File: config.mk
export PLATFORM = sky130hd
export DESIGN_NAME = load_store_unit
export DESIGN_NICKNAME = d
export VERILOG_FILES = /design/src/rtl/load_store_unit.sv
export SDC_FILE = /design/constraint.sdc
export NUM_CORES = 1
export LEC_CHECK = 0
export ABC_AREA = 1
export BUFFER_PORTS_ARGS = -buffer_cell sky130_fd_sc_hd__buf_2
export CAP_MARGIN = 40
export CORE_ASPECT_RATIO = 1.5
export CORE_MARGIN = 1.5
export CORE_UTILIZATION = 50
export CTS_BUF_LIST = sky130_fd_sc_hd__clkbuf_2
export CTS_CLUSTER_SIZE = 12
export DETAILED_ROUTE_END_ITERATION = 16
export GPL_ROUTABILITY_DRIVEN = 0
export HOLD_SLACK_MARGIN = 0.02
export PLACE_DENSITY_LB_ADDON = 0.25
export REMOVE_ABC_BUFFERS = 1
export SLEW_MARGIN = 20
export SYNTH_ARGS = -nofsm -noshare
export SYNTH_HDL_FRONTEND = slang
export SYNTH_SLANG_ARGS = --single-unit
File: constraint.sdc
create_clock -name clk -period 2 [get_ports clk]
set_input_delay 0.4 -clock clk [delete_from_list [all_inputs] [get_ports clk]]
set_output_delay 0.4 -clock clk [all_outputs]
set_load 0.01 [all_outputs]
File: src/rtl/load_store_unit.sv
// load_store_unit: single-outstanding load/store engine between execute and writeback.
// Performs alignment checks, store byte-lane steering, load sign/zero extension and
// a bus wait timeout. busy_out stalls the pipeline while an access is in flight.
module load_store_unit #(
    parameter int XLEN    = 32,
    parameter int TIMEOUT = 255
) (
    input  logic            clk,
    input  logic            reset,
    input  logic            valid_in,
    input  logic            mem_read_in,
    input  logic            mem_write_in,
    input  logic            mem_fence_in,
    input  logic [1:0]      mem_width_in,
    input  logic            mem_zero_extend_in,
    input  logic [XLEN-1:0] addr_in,
    input  logic [XLEN-1:0] wdata_in,
    input  logic [4:0]      rd_in,
    output logic            busy_out,
    output logic [XLEN-1:0] bus_addr_out,
    output logic            bus_read_out,
    output logic            bus_write_out,
    output logic [XLEN-1:0] bus_wdata_out,
    output logic [3:0]      bus_wmask_out,
    input  logic [XLEN-1:0] bus_rdata_in,
    input  logic            bus_ready_in,
    input  logic            bus_fault_in,
    output logic            done_out,
    output logic            rd_write_out,
    output logic [4:0]      rd_out,
    output logic [XLEN-1:0] rd_value_out,
    output logic            exc_misaligned_out,
    output logic            exc_fault_out
);
    // state | meaning
    // IDLE  | waiting for a memory instruction from decode
    // BUS   | request held on the data bus until ready or timeout
    // RESP  | one-cycle completion: done, writeback strobe, exception flags
    typedef enum logic [1:0] {S_IDLE = 2'd0, S_BUS = 2'd1, S_RESP = 2'd2} state_t;

    // Counter only needs to reach TIMEOUT-1; a TIMEOUT of 0 disables the check entirely.
    localparam int CW = (TIMEOUT > 1) ? $clog2(TIMEOUT + 1) : 1;
    localparam logic [CW-1:0] WAIT_LAST = CW'(TIMEOUT - 1);

    state_t          state_q, state_d;
    logic            is_load_q;
    logic [1:0]      width_q;
    logic            zext_q;
    logic [1:0]      off_q;
    logic [4:0]      rd_q;
    logic [XLEN-1:0] addr_q;
    logic [XLEN-1:0] wdata_q;
    logic [3:0]      wmask_q;
    logic [XLEN-1:0] rd_value_q;
    logic            exc_mis_q;
    logic            exc_fault_q;
    logic [CW-1:0]   wait_q;

    logic            issue_mem;
    logic            issue_fence;
    logic            misaligned;
    logic            timeout_hit;
    logic [XLEN-1:0] steer_wdata;
    logic [3:0]      steer_wmask;
    logic [7:0]      lane_b;
    logic [15:0]     lane_h;
    logic [XLEN-1:0] load_ext;

    // Decode the issuing instruction; read wins over write, a fence alone has no bus phase.
    always_comb begin
        issue_mem   = valid_in && (mem_read_in || mem_write_in);
        issue_fence = valid_in && mem_fence_in && !mem_read_in && !mem_write_in;
        timeout_hit = (TIMEOUT != 0) && (wait_q == WAIT_LAST);
        case (mem_width_in)
            2'd0:    misaligned = 1'b0;
            2'd1:    misaligned = addr_in[0];
            2'd2:    misaligned = |addr_in[1:0];
            default: misaligned = 1'b1;
        endcase
    end

    // Replicate store data into every lane and enable only the addressed bytes.
    always_comb begin
        case (mem_width_in)
            2'd0: begin
                steer_wdata = {4{wdata_in[7:0]}};
                steer_wmask = 4'b0001 << addr_in[1:0];
            end
            2'd1: begin
                steer_wdata = {2{wdata_in[15:0]}};
                steer_wmask = 4'b0011 << addr_in[1:0];
            end
            default: begin
                steer_wdata = wdata_in;
                steer_wmask = 4'b1111;
            end
        endcase
    end

    // Pick the addressed byte/half out of the returned word and extend it.
    always_comb begin
        lane_b = bus_rdata_in[{off_q, 3'b000} +: 8];
        lane_h = off_q[1] ? bus_rdata_in[31:16] : bus_rdata_in[15:0];
        case (width_q)
            2'd0:    load_ext = zext_q ? {{(XLEN-8){1'b0}}, lane_b}
                                       : {{(XLEN-8){lane_b[7]}}, lane_b};
            2'd1:    load_ext = zext_q ? {{(XLEN-16){1'b0}}, lane_h}
                                       : {{(XLEN-16){lane_h[15]}}, lane_h};
            default: load_ext = bus_rdata_in;
        endcase
    end

    // State register.
    always_ff @(posedge clk) begin
        if (reset) begin
            state_q <= S_IDLE;
        end else begin
            state_q <= state_d;
        end
    end

    // Next-state logic.
    always_comb begin
        state_d = state_q;
        case (state_q)
            S_IDLE: begin
                if (issue_mem) begin
                    state_d = misaligned ? S_RESP : S_BUS;
                end else if (issue_fence) begin
                    state_d = S_RESP;
                end
            end
            S_BUS: begin
                if (bus_ready_in || timeout_hit) begin
                    state_d = S_RESP;
                end
            end
            default: state_d = S_IDLE;
        endcase
    end

    // State-decoded outputs.
    always_comb begin
        busy_out      = (state_q != S_IDLE);
        bus_read_out  = (state_q == S_BUS) && is_load_q;
        bus_write_out = (state_q == S_BUS) && !is_load_q;
        done_out      = (state_q == S_RESP);
        rd_write_out  = (state_q == S_RESP) && is_load_q && !exc_mis_q && !exc_fault_q
                        && (rd_q != 5'd0);
    end

    // Access latch, wait counter and result registers; flags only change when entering RESP.
    always_ff @(posedge clk) begin
        if (reset) begin
            is_load_q   <= 1'b0;
            width_q     <= 2'd0;
            zext_q      <= 1'b0;
            off_q       <= 2'd0;
            rd_q        <= 5'd0;
            addr_q      <= '0;
            wdata_q     <= '0;
            wmask_q     <= 4'd0;
            rd_value_q  <= '0;
            exc_mis_q   <= 1'b0;
            exc_fault_q <= 1'b0;
            wait_q      <= '0;
        end else begin
            case (state_q)
                S_IDLE: begin
                    if (issue_mem) begin
                        is_load_q <= mem_read_in;
                        width_q   <= mem_width_in;
                        zext_q    <= mem_zero_extend_in;
                        off_q     <= addr_in[1:0];
                        rd_q      <= rd_in;
                        addr_q    <= {addr_in[XLEN-1:2], 2'b00};
                        wdata_q   <= steer_wdata;
                        wmask_q   <= steer_wmask;
                        wait_q    <= '0;
                        if (misaligned) begin
                            exc_mis_q   <= 1'b1;
                            exc_fault_q <= 1'b0;
                        end
                    end else if (issue_fence) begin
                        is_load_q   <= 1'b0;
                        rd_q        <= rd_in;
                        exc_mis_q   <= 1'b0;
                        exc_fault_q <= 1'b0;
                    end
                end
                S_BUS: begin
                    if (bus_ready_in) begin
                        exc_mis_q   <= 1'b0;
                        exc_fault_q <= bus_fault_in;
                        if (is_load_q) begin
                            rd_value_q <= load_ext;
                        end
                    end else if (timeout_hit) begin
                        exc_mis_q   <= 1'b0;
                        exc_fault_q <= 1'b1;
                    end else begin
                        wait_q <= wait_q + CW'(1);
                    end
                end
                default: ;
            endcase
        end
    end

    assign bus_addr_out       = addr_q;
    assign bus_wdata_out      = wdata_q;
    assign bus_wmask_out      = wmask_q;
    assign rd_out             = rd_q;
    assign rd_value_out       = rd_value_q;
    assign exc_misaligned_out = exc_mis_q;
    assign exc_fault_out      = exc_fault_q;

endmodule

==> out/summary.txt, run 1 <==
sequential element share of the synthesized area = 44.4%
result of the run = finished clean
clk_lat worst skew = 710 ps
simple-gate area share of the yosys netlist = 25.4%
asr flop ratio synth = 0%
Clock power frac = 31.0%
number of nets with antenna violations after detailed routing = 0
fmax = 0.516 GHz
placed wire-length estimate = 11.1 mm
post-placement cell count = 1099
max_cap viols = 0
number of synthesized flops with an enable pin = 0
Mean Syn Cell Area = 7.09 sq um
commonest cells in the netlist = nand2_1, dfxtp_1, nor2_1
total of warnings raised by yosys = 0
Psw = 1.79 mW
via count of the first global-routing pass = 6167
effective utilization at floorplan = 51.5%
type of element capturing the critical path = primary output
most frequently used cell type in the post-synthesis netlist = nand2_1
total vias in the final route = 6523
first-pass GRT wire length = 28.2 mm
largest family of logic cells by synthesized area = simple AND/OR/NAND/NOR gates
required time reported for the critical path endpoint = 1600 ps
pin count of the biggest net entering global routing = 84
share of synthesized area spent on multiplexers = 0%
Fill cells = 841
total number of H-tree levels = 4
worst reg-to-reg path cell count = 9
reg-to-reg critical path endpoint = bus_wdata_out[23]
flip-flop cell with the highest count after synthesis = dfxtp_1
Layout Area Growth over Synthesis = 43.9%
Final period util = 96.9%
worst path cell trace = nor2_4 > nand3_2 > a21oi_2 > buf_2
setup repair after global routing missed its margin = yes
Synth area leaders = dfxtp_1, nand2_1, a21oi_1
Post-Synth Adder-Cell Area = 0.459%
combinational cell fraction of total power = 21.3%
clock input transition at the sequential cells of the worst setup and hold paths = 190 ps
clock tree sinks = 121
Netlist cell types = 32
site row count = 46
top-area cell type share of the netlist area = 44.4%
total wirelength of the detailed-routed design = 19.1 mm
die footprint = 11600 sq um
switching power as a share of total power = 32.2%
capturing instance or port of the critical path = rd_write_out
Vert. Die Dim = 131 microns
clock tree from TritonCTS = built
DR WL/cell = 15.5 microns
synthesized instance count = 769
total congestion overflow after global routing = 0
total power of the final layout = 5.55 mW
synthesized-area fraction occupied by ao, oa, aoi and oai cells = 20.0%
r2r startpoint = state_q[1]
final critical path time including I/O delays and setup = 1940 ps
Final Net Count = 1186
design internal power = 3.76 mW
count of final hold-check violations = 0
Setup violations, final = 0
Critical-path top delay cell = dfxtp_4
r2r setup slk = 300 ps
cell leakage power = 3.93 nW
number of synthesized register bits = 121
ratio of cells with drive above 1 in the final layout = 27.6%
initial antenna violation count = 1
residual DRC count = 0
pwr dens = 708 nW/um^2
post-layout instance count excluding filler cells = 1231
iteration count of the initial detailed-routing pass = 5
fraction of power consumed by sequential logic = 47.8%
cell area after synthesis = 5450 sq um
CTS buffer count = 17
Core ar. = 10600 sq um
via-per-instance ratio = 5.30
number of buffers inserted by port buffering = 221
post-route core utilization = 74.1%
Synth area leader = dfxtp_1
worst setup skew after layout = 30.3 ps
Top Ports = 224
CP arrival = 1540 ps
global-route usage over all layers = 31.7%
class of the worst hold path = in2reg
worst slew pin tran = 752 ps
horizontal die dimension = 88.3 microns
largest fanout on the critical path = 5
number of DRC markers after the initial detailed-route iteration = 525
CTS Buffer Depth = 2
Critical Setup Path Class = reg2out
Clock Root Buffer = clkbuf_2
final count of pins violating max slew = 0
Max stage delay on crit path = 420 ps
xor/xnor cell area share of the yosys netlist = 0.161%
maximum VDD drop = 0.526 mV
launching instance or port of the critical path = state_q[0]
startpoint class of the critical path = register
worst slew margin relative to its limit = 49.9%
power by group through the flow:
stage,combinational [mW],clock [mW],sequential (mW)
floorplan,0.436,0,2.76
global placement,0.960,0,2.69
detailed placement,0.973,0,2.69
CTS,1.13,1.72,2.64
global route,1.28,1.83,2.67
finish,1.18,1.72,2.65
state kept, by name (all words and copies together), names as in the netlist, 2 cells and up:
name           flops
width_q            2
bus_addr_out      30
bus_wdata_out     32
state_q            2
off_q              2
rd_value_out      32
wait_q             8
rd_out             5
bus_wmask_out      4
placed cells by master (no fill, tap or decap), types with 10 or more instances in the layout:
cell           netlist  routed
buf_2                9     221
nand2_1            172     171
dfxtp_1            121     118
nor2_1             111     109
a21oi_1            100      99
dlygate4sd3_1        0      97
o21ai_0             88      88
inv_1               47      46
clkbuf_2             0      18
nand4_1             16      16
nand3_1             16      15
buf_4               14      10
critical path: cells and delay by family, from the launching register on:
family / cells / cell delay [ps]
flops: 1 / 420
simple gates: 2 / 200
buf+inv: 1 / 140
compound gates: 1 / 100
per-layer routing:
layer / global-route usage, % / part of all wire (%) / wire length [microns]
met4: 18.6 / 4.1 / 779
met1: 33.9 / 36 / 6930
met5: 0 / 0 / 0
met3: 7.91 / 7.7 / 1460
met2: 55.6 / 52 / 9930
timing repair:
item / CTS / global route
hold buffers: 97 / 0
gates resized for setup: 5 / 5
pin swaps: 0 / 0
buffers inserted: 1 / 0
gates cloned: 0 / 0
endpoints found under the hold margin: 100 / 0
setup endpoints to repair: 1 / 3
through the flow:
step | hold WS, ps | setup WS (ps) | area [sq um] | setup TNS [ps]
2_1_floorplan | 447 | -264 | 5150 | -1680
3_3_place_gp | 446 | 417 | 6570 | 0
3_5_place_dp | 452 | 375 | 6570 | 0
4_1_cts | 22.6 | 15.9 | 7820 | 0
5_1_grt | 30.7 | -51.0 | 7840 | -56.2
6_report | 63.9 | 62.6 | 7850 | 0
layout make-up:
type / instances / area, sq um / area share (%)
clock buffer: 18 / 90.1 / 1.15
sequential: 121 / 2430 / 31.0
antenna: 2 / 5.00 / 0.0638
inverter: 55 / 214 / 2.73
timing repair buffer: 331 / 2210 / 28.2
clock inverter: 14 / 173 / 2.20
multi-input combinational: 546 / 2540 / 32.4
tap: 144 / 180 / 2.30
worst min-delay path by stage:
stage / slack (ps) / start / depth (start not counted) / endpoint
after floorplan: 450 / wait_q[0] / 1 / wait_q[0]
after global placement: 450 / bus_wdata_out[7] / 2 / bus_wdata_out[7]
after detailed placement: 450 / bus_wmask_out[0] / 2 / bus_wmask_out[0]
after CTS: 20 / bus_rdata_in[5] / 5 / rd_value_out[5]
after global routing: 30 / bus_rdata_in[17] / 3 / rd_value_out[17]
final: 60 / bus_rdata_in[5] / 5 / rd_value_out[5]
cell families after synthesis:
logic type               after synthesis
adder cells (fa/ha/maj)                2
XOR/XNOR                               1
flip-flops                           121
other                                  1
AO/OA/AOI/OAI                        208
AND/OR/NAND/NOR                      333
buffers and inverters                103
Power figures use the tool's default switching activity.
==> run 2, diff against run 1 <==
- ABC_AREA: 1 -> not set
- HOLD_SLACK_MARGIN: 0.02 -> 0.1
- RECOVER_POWER: not set -> 50
==> run 2 against run 1 <==
Compared with the run above:
- the flow now finishes with violations (setup timing)
- core utilization up 0.87 points
- combinational power down 9%
- first-iteration DRC count shrank 20%
- via count is 6.4% lower
- die area is essentially flat
- clock-buffer cell count decreased by 1
- power fell by 2.9%
- synthesized cell count fell by 16%
- register-to-register slack got worse by 320 ps
- maximum frequency fell by 5.0%
==> out/summary.txt, run 2 <==
total number of H-tree levels = 4 (unchanged)
result of the run = finished, violations left
most common cell after layout, fill and taps aside = nand2_1
fmax = 0.490 GHz (-5.0%)
worst hold margin = 183 ps (+119 ps)
Final period util = 102% (+5.1 points)
pin count of the biggest net entering global routing = 44 (-48%)
cell area after synthesis = 5460 sq um (about the same)
DR WL/cell = 16.4 microns (+5.7%)
worst slew pin tran = 650 ps (-102 ps)
global-route usage over all layers = 31.1% (-0.53 points)
total of warnings raised by yosys = 0 (unchanged)
Top Ports = 224 (unchanged)
top-area cell type share of the netlist area = 44.4% (about the same)
number of DRC markers after the initial detailed-route iteration = 422 (-20%)
post-layout worst setup margin = -40.1 ps (-103 ps)
CTS buffer count = 17 (unchanged)
violated checks = setup timing
ratio of cells with drive above 1 in the final layout = 22.7% (-5.0 points)
startpoint class of the critical path = register
initial antenna violation count = 1 (unchanged)
total vias in the final route = 6103 (-6.4%)
asr flop ratio synth = 0% (unchanged)
Clock Root Buffer = clkbuf_2
flip-flop cell with the highest count after synthesis = dfxtp_1
placed wire-length estimate = 11.2 mm (+1.7%)
CP arrival = 1640 ps (+100 ps)
number of buffers inserted by port buffering = 221 (unchanged)
global-route track usage on met1 = 30.7% (-3.1 points)
count of final hold-check violations = 0 (unchanged)
iteration count of the initial detailed-routing pass = 5 (unchanged)
max_cap viols = 0 (unchanged)
via count of the first global-routing pass = 6076 (-1.5%)
Mean Syn Cell Area = 8.47 sq um (+19%)
Max stage delay on crit path = 400 ps (-20 ps)
worst setup skew after layout = 30.2 ps (-0.146 ps)
clk_lat worst skew = 680 ps (-30 ps)
fraction of met3 tracks used by global routing = 8.61% (+0.69 points)
sum of negative setup slack = -82.1 ps (-82.1 ps)
clock tree sinks = 121 (unchanged)
clock tree from TritonCTS = built
clock input transition at the sequential cells of the worst setup and hold paths = 200 ps (about the same)
number of buffers and inverters on the critical path = 1 (unchanged)
number of synthesized register bits = 121 (unchanged)
delay-heaviest family, CP = flip-flops
number of synthesized flops with an enable pin = 0 (unchanged)
Final Net Count = 1075 (-9.4%)
Netlist cell types = 54 (+69%)
CTS Buffer Depth = 2 (unchanged)
Synth area leaders = dfxtp_1, nand2_1, mux2i_1
Layout Area Growth over Synthesis = 45.5%
Vert. Die Dim = 131 microns (about the same)
residual DRC count = 0 (unchanged)
via-per-instance ratio = 5.45 (+2.9%)
most frequently used cell type in the post-synthesis netlist = nand2_1
met2 demand-to-capacity share in global routing = 57.2% (+1.6 points)
sequential element share of the synthesized area = 44.4% (about the same)
Fill cells = 813 (-3.3%)
setup repair after global routing missed its margin = yes
horizontal die dimension = 88.3 microns (about the same)
die footprint = 11600 sq um (about the same)
number of nets with antenna violations after detailed routing = 0 (unchanged)
commonest cells in the netlist = nand2_1, dfxtp_1, nor2_1
final critical path time including I/O delays and setup = 2040 ps (+103 ps)
worst path cell trace = and2b_2 > nand3_2 > a21oi_2 > buf_2
synthesized instance count = 644 (-16%)
site row count = 46 (unchanged)
effective utilization at floorplan = 51.5% (about the same)
first-pass GRT wire length = 28.1 mm (-0.66%)
largest fanout on the critical path = 5 (unchanged)
Critical Setup Path Class = reg2out
pwr dens = 679 nW/um^2 (-4.0%)
Synth area leader = dfxtp_1
total power of the final layout = 5.39 mW (-2.9%)
type of element capturing the critical path = primary output
Setup violations, final = 4 (+4)
commonest non-fill, non-tap cells in the layout = nand2_1, buf_2, dfxtp_1
maximum VDD drop = 0.480 mV (-8.8%)
required time reported for the critical path endpoint = 1600 ps (about the same)
Core ar. = 10600 sq um (unchanged)
class of the worst hold path = in2reg
cell leakage power = 3.11 nW (-21%)
Critical-path top delay cell = dfxtp_4
total congestion overflow after global routing = 0 (unchanged)
final count of pins violating max slew = 0 (unchanged)
highest-utilization routing layer at the global route stage = met2
total wirelength of the detailed-routed design = 18.3 mm (-4.0%)
worst slew margin relative to its limit = 56.6% (+6.8 points)
r2r setup slk = -20 ps (-320 ps)
[run 2: area by class of cell]
class	instances	area (sq um)	share of cell area [%]
diodes	1	2.50	0.0315
clock buffers	17	85.1	1.07
clock inverters	15	178	2.24
inverters	7	26.3	0.331
multi-input cells	464	2810	35.5
flip-flops and latches	121	2430	30.6
well taps	144	180	2.27
repair buffers	350	2220	28.0
[run 2: kinds of logic after synthesis]
family                     synth area share [%]
other                                    0.0687
adders and majority gates                 0.459
xor gates and xnor gates                  0.321
buffers and inverters                      4.70
and+or+nand+nor                            21.1
AOI/OAI and AO/OA                          17.3
DFF                                        44.4
muxes                                      11.7
[run 2: timing repair]
action	CTS	global route
setup buffers	3	2
endpoints found under the hold margin	101	0
pin swaps	0	1
endpoints found under the setup margin	3	4
hold buffers	101	0
resized for setup	6	5
[run 2: report_power, final]
group	internal, mW	switching [mW]	total, mW
Clock	0.696	0.999	1.70
Combinational	0.504	0.571	1.07
Sequential	2.54	0.0834	2.62
[run 2: worst min-delay path, stage by stage]
cell and delay (ps):
buf_2 110, a21boi_0 210, a311oi_1 120
[run 2: stage by stage]
| step | util [%] | setup WS [ps] | instance area (sq um) | cells |
|---|---|---|---|---|
| after detailed placement | 63.7 | 71.8 | 6740 | 981 |
| after CTS | 76.0 | -58.2 | 8050 | 1116 |
| after global placement | 63.7 | 157 | 6740 | 981 |
| final | 75.0 | -40.1 | 7940 | 1119 |
| after floorplan | - | -1040 | 5230 | 592 |
| after global routing | 75.0 | -145 | 7940 | 1119 |
[run 2: per-layer routing]
layer,wire (microns),up-vias
met4,729,0
met2,9930,281
met5,0,-
met1,6530,2863
met3,1150,69
li1,-,2890
[run 2: path summary, 6_finish.rpt]
kind                            cells after the start               end              from
worst max-delay path                                4      rd_write_out        state_q[0]
worst min-delay path                                3   rd_value_out[7]   bus_rdata_in[7]
worst max register to register                      6         wait_q[7]        state_q[0]
worst min register to register                      2  bus_wdata_out[3]  bus_wdata_out[3]
==> run 3, diff against run 2 <==
- CTS_CLUSTER_SIZE: 12 -> not set
- GPL_TIMING_DRIVEN: not set -> 0
- PLACE_DENSITY: not set -> 0.89
- PLACE_DENSITY_LB_ADDON: 0.25 -> not set
==> run 3 against run 2 <==
Compared with the run above:
- the run still ends with setup timing left
- maximum frequency is 0.20% lower
- combinational power hardly changed
- routed wire length is 6.4% higher
- clock-buffer cell count stayed put
- non-clock buffer count is 21 lower
- clock power is 7% higher
- largest cell class unchanged
- largest power group unchanged
==> out/summary.txt, run 3 (synthesis results as in run 2) <==
result of the run = finished, violations left
violated checks = setup timing
via-per-instance ratio = 5.58 (+2.3%)
site row count = 46 (unchanged)
Vert. Die Dim = 131 microns (unchanged)
worst slew pin tran = 799 ps (+149 ps)
Critical Setup Path Class = reg2out
required time reported for the critical path endpoint = 1600 ps (about the same)
post-layout worst setup margin = -44.2 ps (-4.14 ps)
most common cell after layout, fill and taps aside = buf_2
count of final hold-check violations = 0 (unchanged)
worst hold margin = 152 ps (-31.3 ps)
worst reg-to-reg path cell count = 5 (-1)
effective utilization at floorplan = 51.5% (unchanged)
die footprint = 11600 sq um (unchanged)
total wirelength of the detailed-routed design = 19.5 mm (+6.4%)
worst setup skew after layout = 39.8 ps (+9.61 ps)
largest fanout on the critical path = 5 (unchanged)
pwr dens = 692 nW/um^2 (+1.8%)
total vias in the final route = 6143 (+0.66%)
placed wire-length estimate = 10.6 mm (-5.6%)
Final Net Count = 1056 (-1.8%)
total congestion overflow after global routing = 0 (unchanged)
max_cap viols = 0 (unchanged)
clock input transition at the sequential cells of the worst setup and hold paths = 200 ps (about the same)
clock tree sinks = 121 (unchanged)
CTS buffer count = 17 (unchanged)
worst slew margin relative to its limit = 46.8% (-9.9 points)
final critical path time including I/O delays and setup = 2040 ps (+4.14 ps)
maximum VDD drop = 0.687 mV (+43%)
Layout Area Growth over Synthesis = 47.3%
clock tree from TritonCTS = built
Top Ports = 224 (unchanged)
number of nets with antenna violations after detailed routing = 0 (unchanged)
post-route core utilization = 75.9% (+0.92 points)
sum of negative setup slack = -59.3 ps (+22.7 ps)
class of the worst hold path = in2reg
Core ar. = 10600 sq um (unchanged)
via count of the first global-routing pass = 6102 (+0.43%)
commonest non-fill, non-tap cells in the layout = buf_2, nand2_1, dfxtp_1
residual DRC count = 0 (unchanged)
type of element capturing the critical path = primary output
ratio of cells with drive above 1 in the final layout = 31.7% (+9.0 points)
startpoint class of the critical path = register
initial antenna violation count = 2 (+1)
total power of the final layout = 5.56 mW (+3.0%)
iteration count of the initial detailed-routing pass = 7 (+2)
Clock Root Buffer = clkbuf_2
global-route usage over all layers = 32.7% (+1.6 points)
total number of H-tree levels = 4 (unchanged)
number of buffers inserted by port buffering = 221 (unchanged)
hold-critical path depth = 3 (unchanged)
horizontal die dimension = 88.3 microns (unchanged)
setup repair after global routing missed its margin = yes
clk_lat worst skew = 660 ps (-20 ps)
DR WL/cell = 17.7 microns (+8.1%)
CP arrival = 1640 ps (about the same)
cell leakage power = 3.44 nW (+11%)
fmax = 0.489 GHz (-0.20%)
Setup violations, final = 3 (-1)
final count of pins violating max slew = 0 (unchanged)
first-pass GRT wire length = 29.0 mm (+3.4%)
r2r setup slk = 40 ps (+60 ps)
number of DRC markers after the initial detailed-route iteration = 351 (-17%)
pin count of the biggest net entering global routing = 82 (+86%)
CTS Buffer Depth = 2 (unchanged)
Final period util = 102% (+0.21 points)
-- run 3: changes by cell type in the layout (fill, tap and decap cells not counted), moves of 3 or more --
cell	before	now
dfxtp_1	119	114
buf_4	23	3
buf_2	127	218
clkbuf_1	95	1
dfxtp_2	0	4
and2_2	0	3
-- run 3: layer usage --
layer	routed length, microns	vias up	track usage (%)
met2	10300	345	58.1
met3	1540	84	11.9
met1	6880	2851	31.4
met4	788	0	20.9
met5	0	-	0
li1	-	2863	-
-- run 3: repair_timing --
item	in CTS	in global routing
setup buffers	1	2
cloned	2	0
setup endpoints to repair	73	32
pin swaps	1	0
hold endpoints to repair	103	0
hold buffers	101	0
resized for setup	12	10
-- run 3: report_power, final --
part / switching [mW] / internal, mW
clock: 0.992 / 0.823
combinational: 0.567 / 0.529
sequential: 0.106 / 2.54
-- run 3: critical path, stage by stage (launching register included) --
cell	delay, ps
dfxtp_4	420
and2b_2	240
nand3_2	80
a21oi_2	110
buf_2	140
-- run 3: path summary, 6_finish.rpt --
check | startpoint | end
min | bus_rdata_in[10] | rd_value_out[10]
max | state_q[0] | rd_write_out
min reg2reg | bus_wdata_out[0] | bus_wdata_out[0]
max reg2reg | state_q[1] | bus_wdata_out[8]
-- run 3: stage by stage --
stage | setup slack [ps] | std cells | cell area (sq um)
finish | -44.2 | 1101 | 8040
global route | -159 | 1101 | 8040
CTS | -52.2 | 1097 | 7980
detailed placement | -460 | 961 | 6620
global placement | -2110 | 957 | 6520
floorplan | -1040 | 592 | 5230
-- run 3: layout make-up --
class,instances,area [sq um]
multi-input cells,466,2860
repair buffers,329,2240
inverters,7,26.3
fillers,711,2550
well taps,144,180
diodes,2,5.00
clock buffers,17,85.1
clock inverters,15,199
flip-flops and latches,121,2440
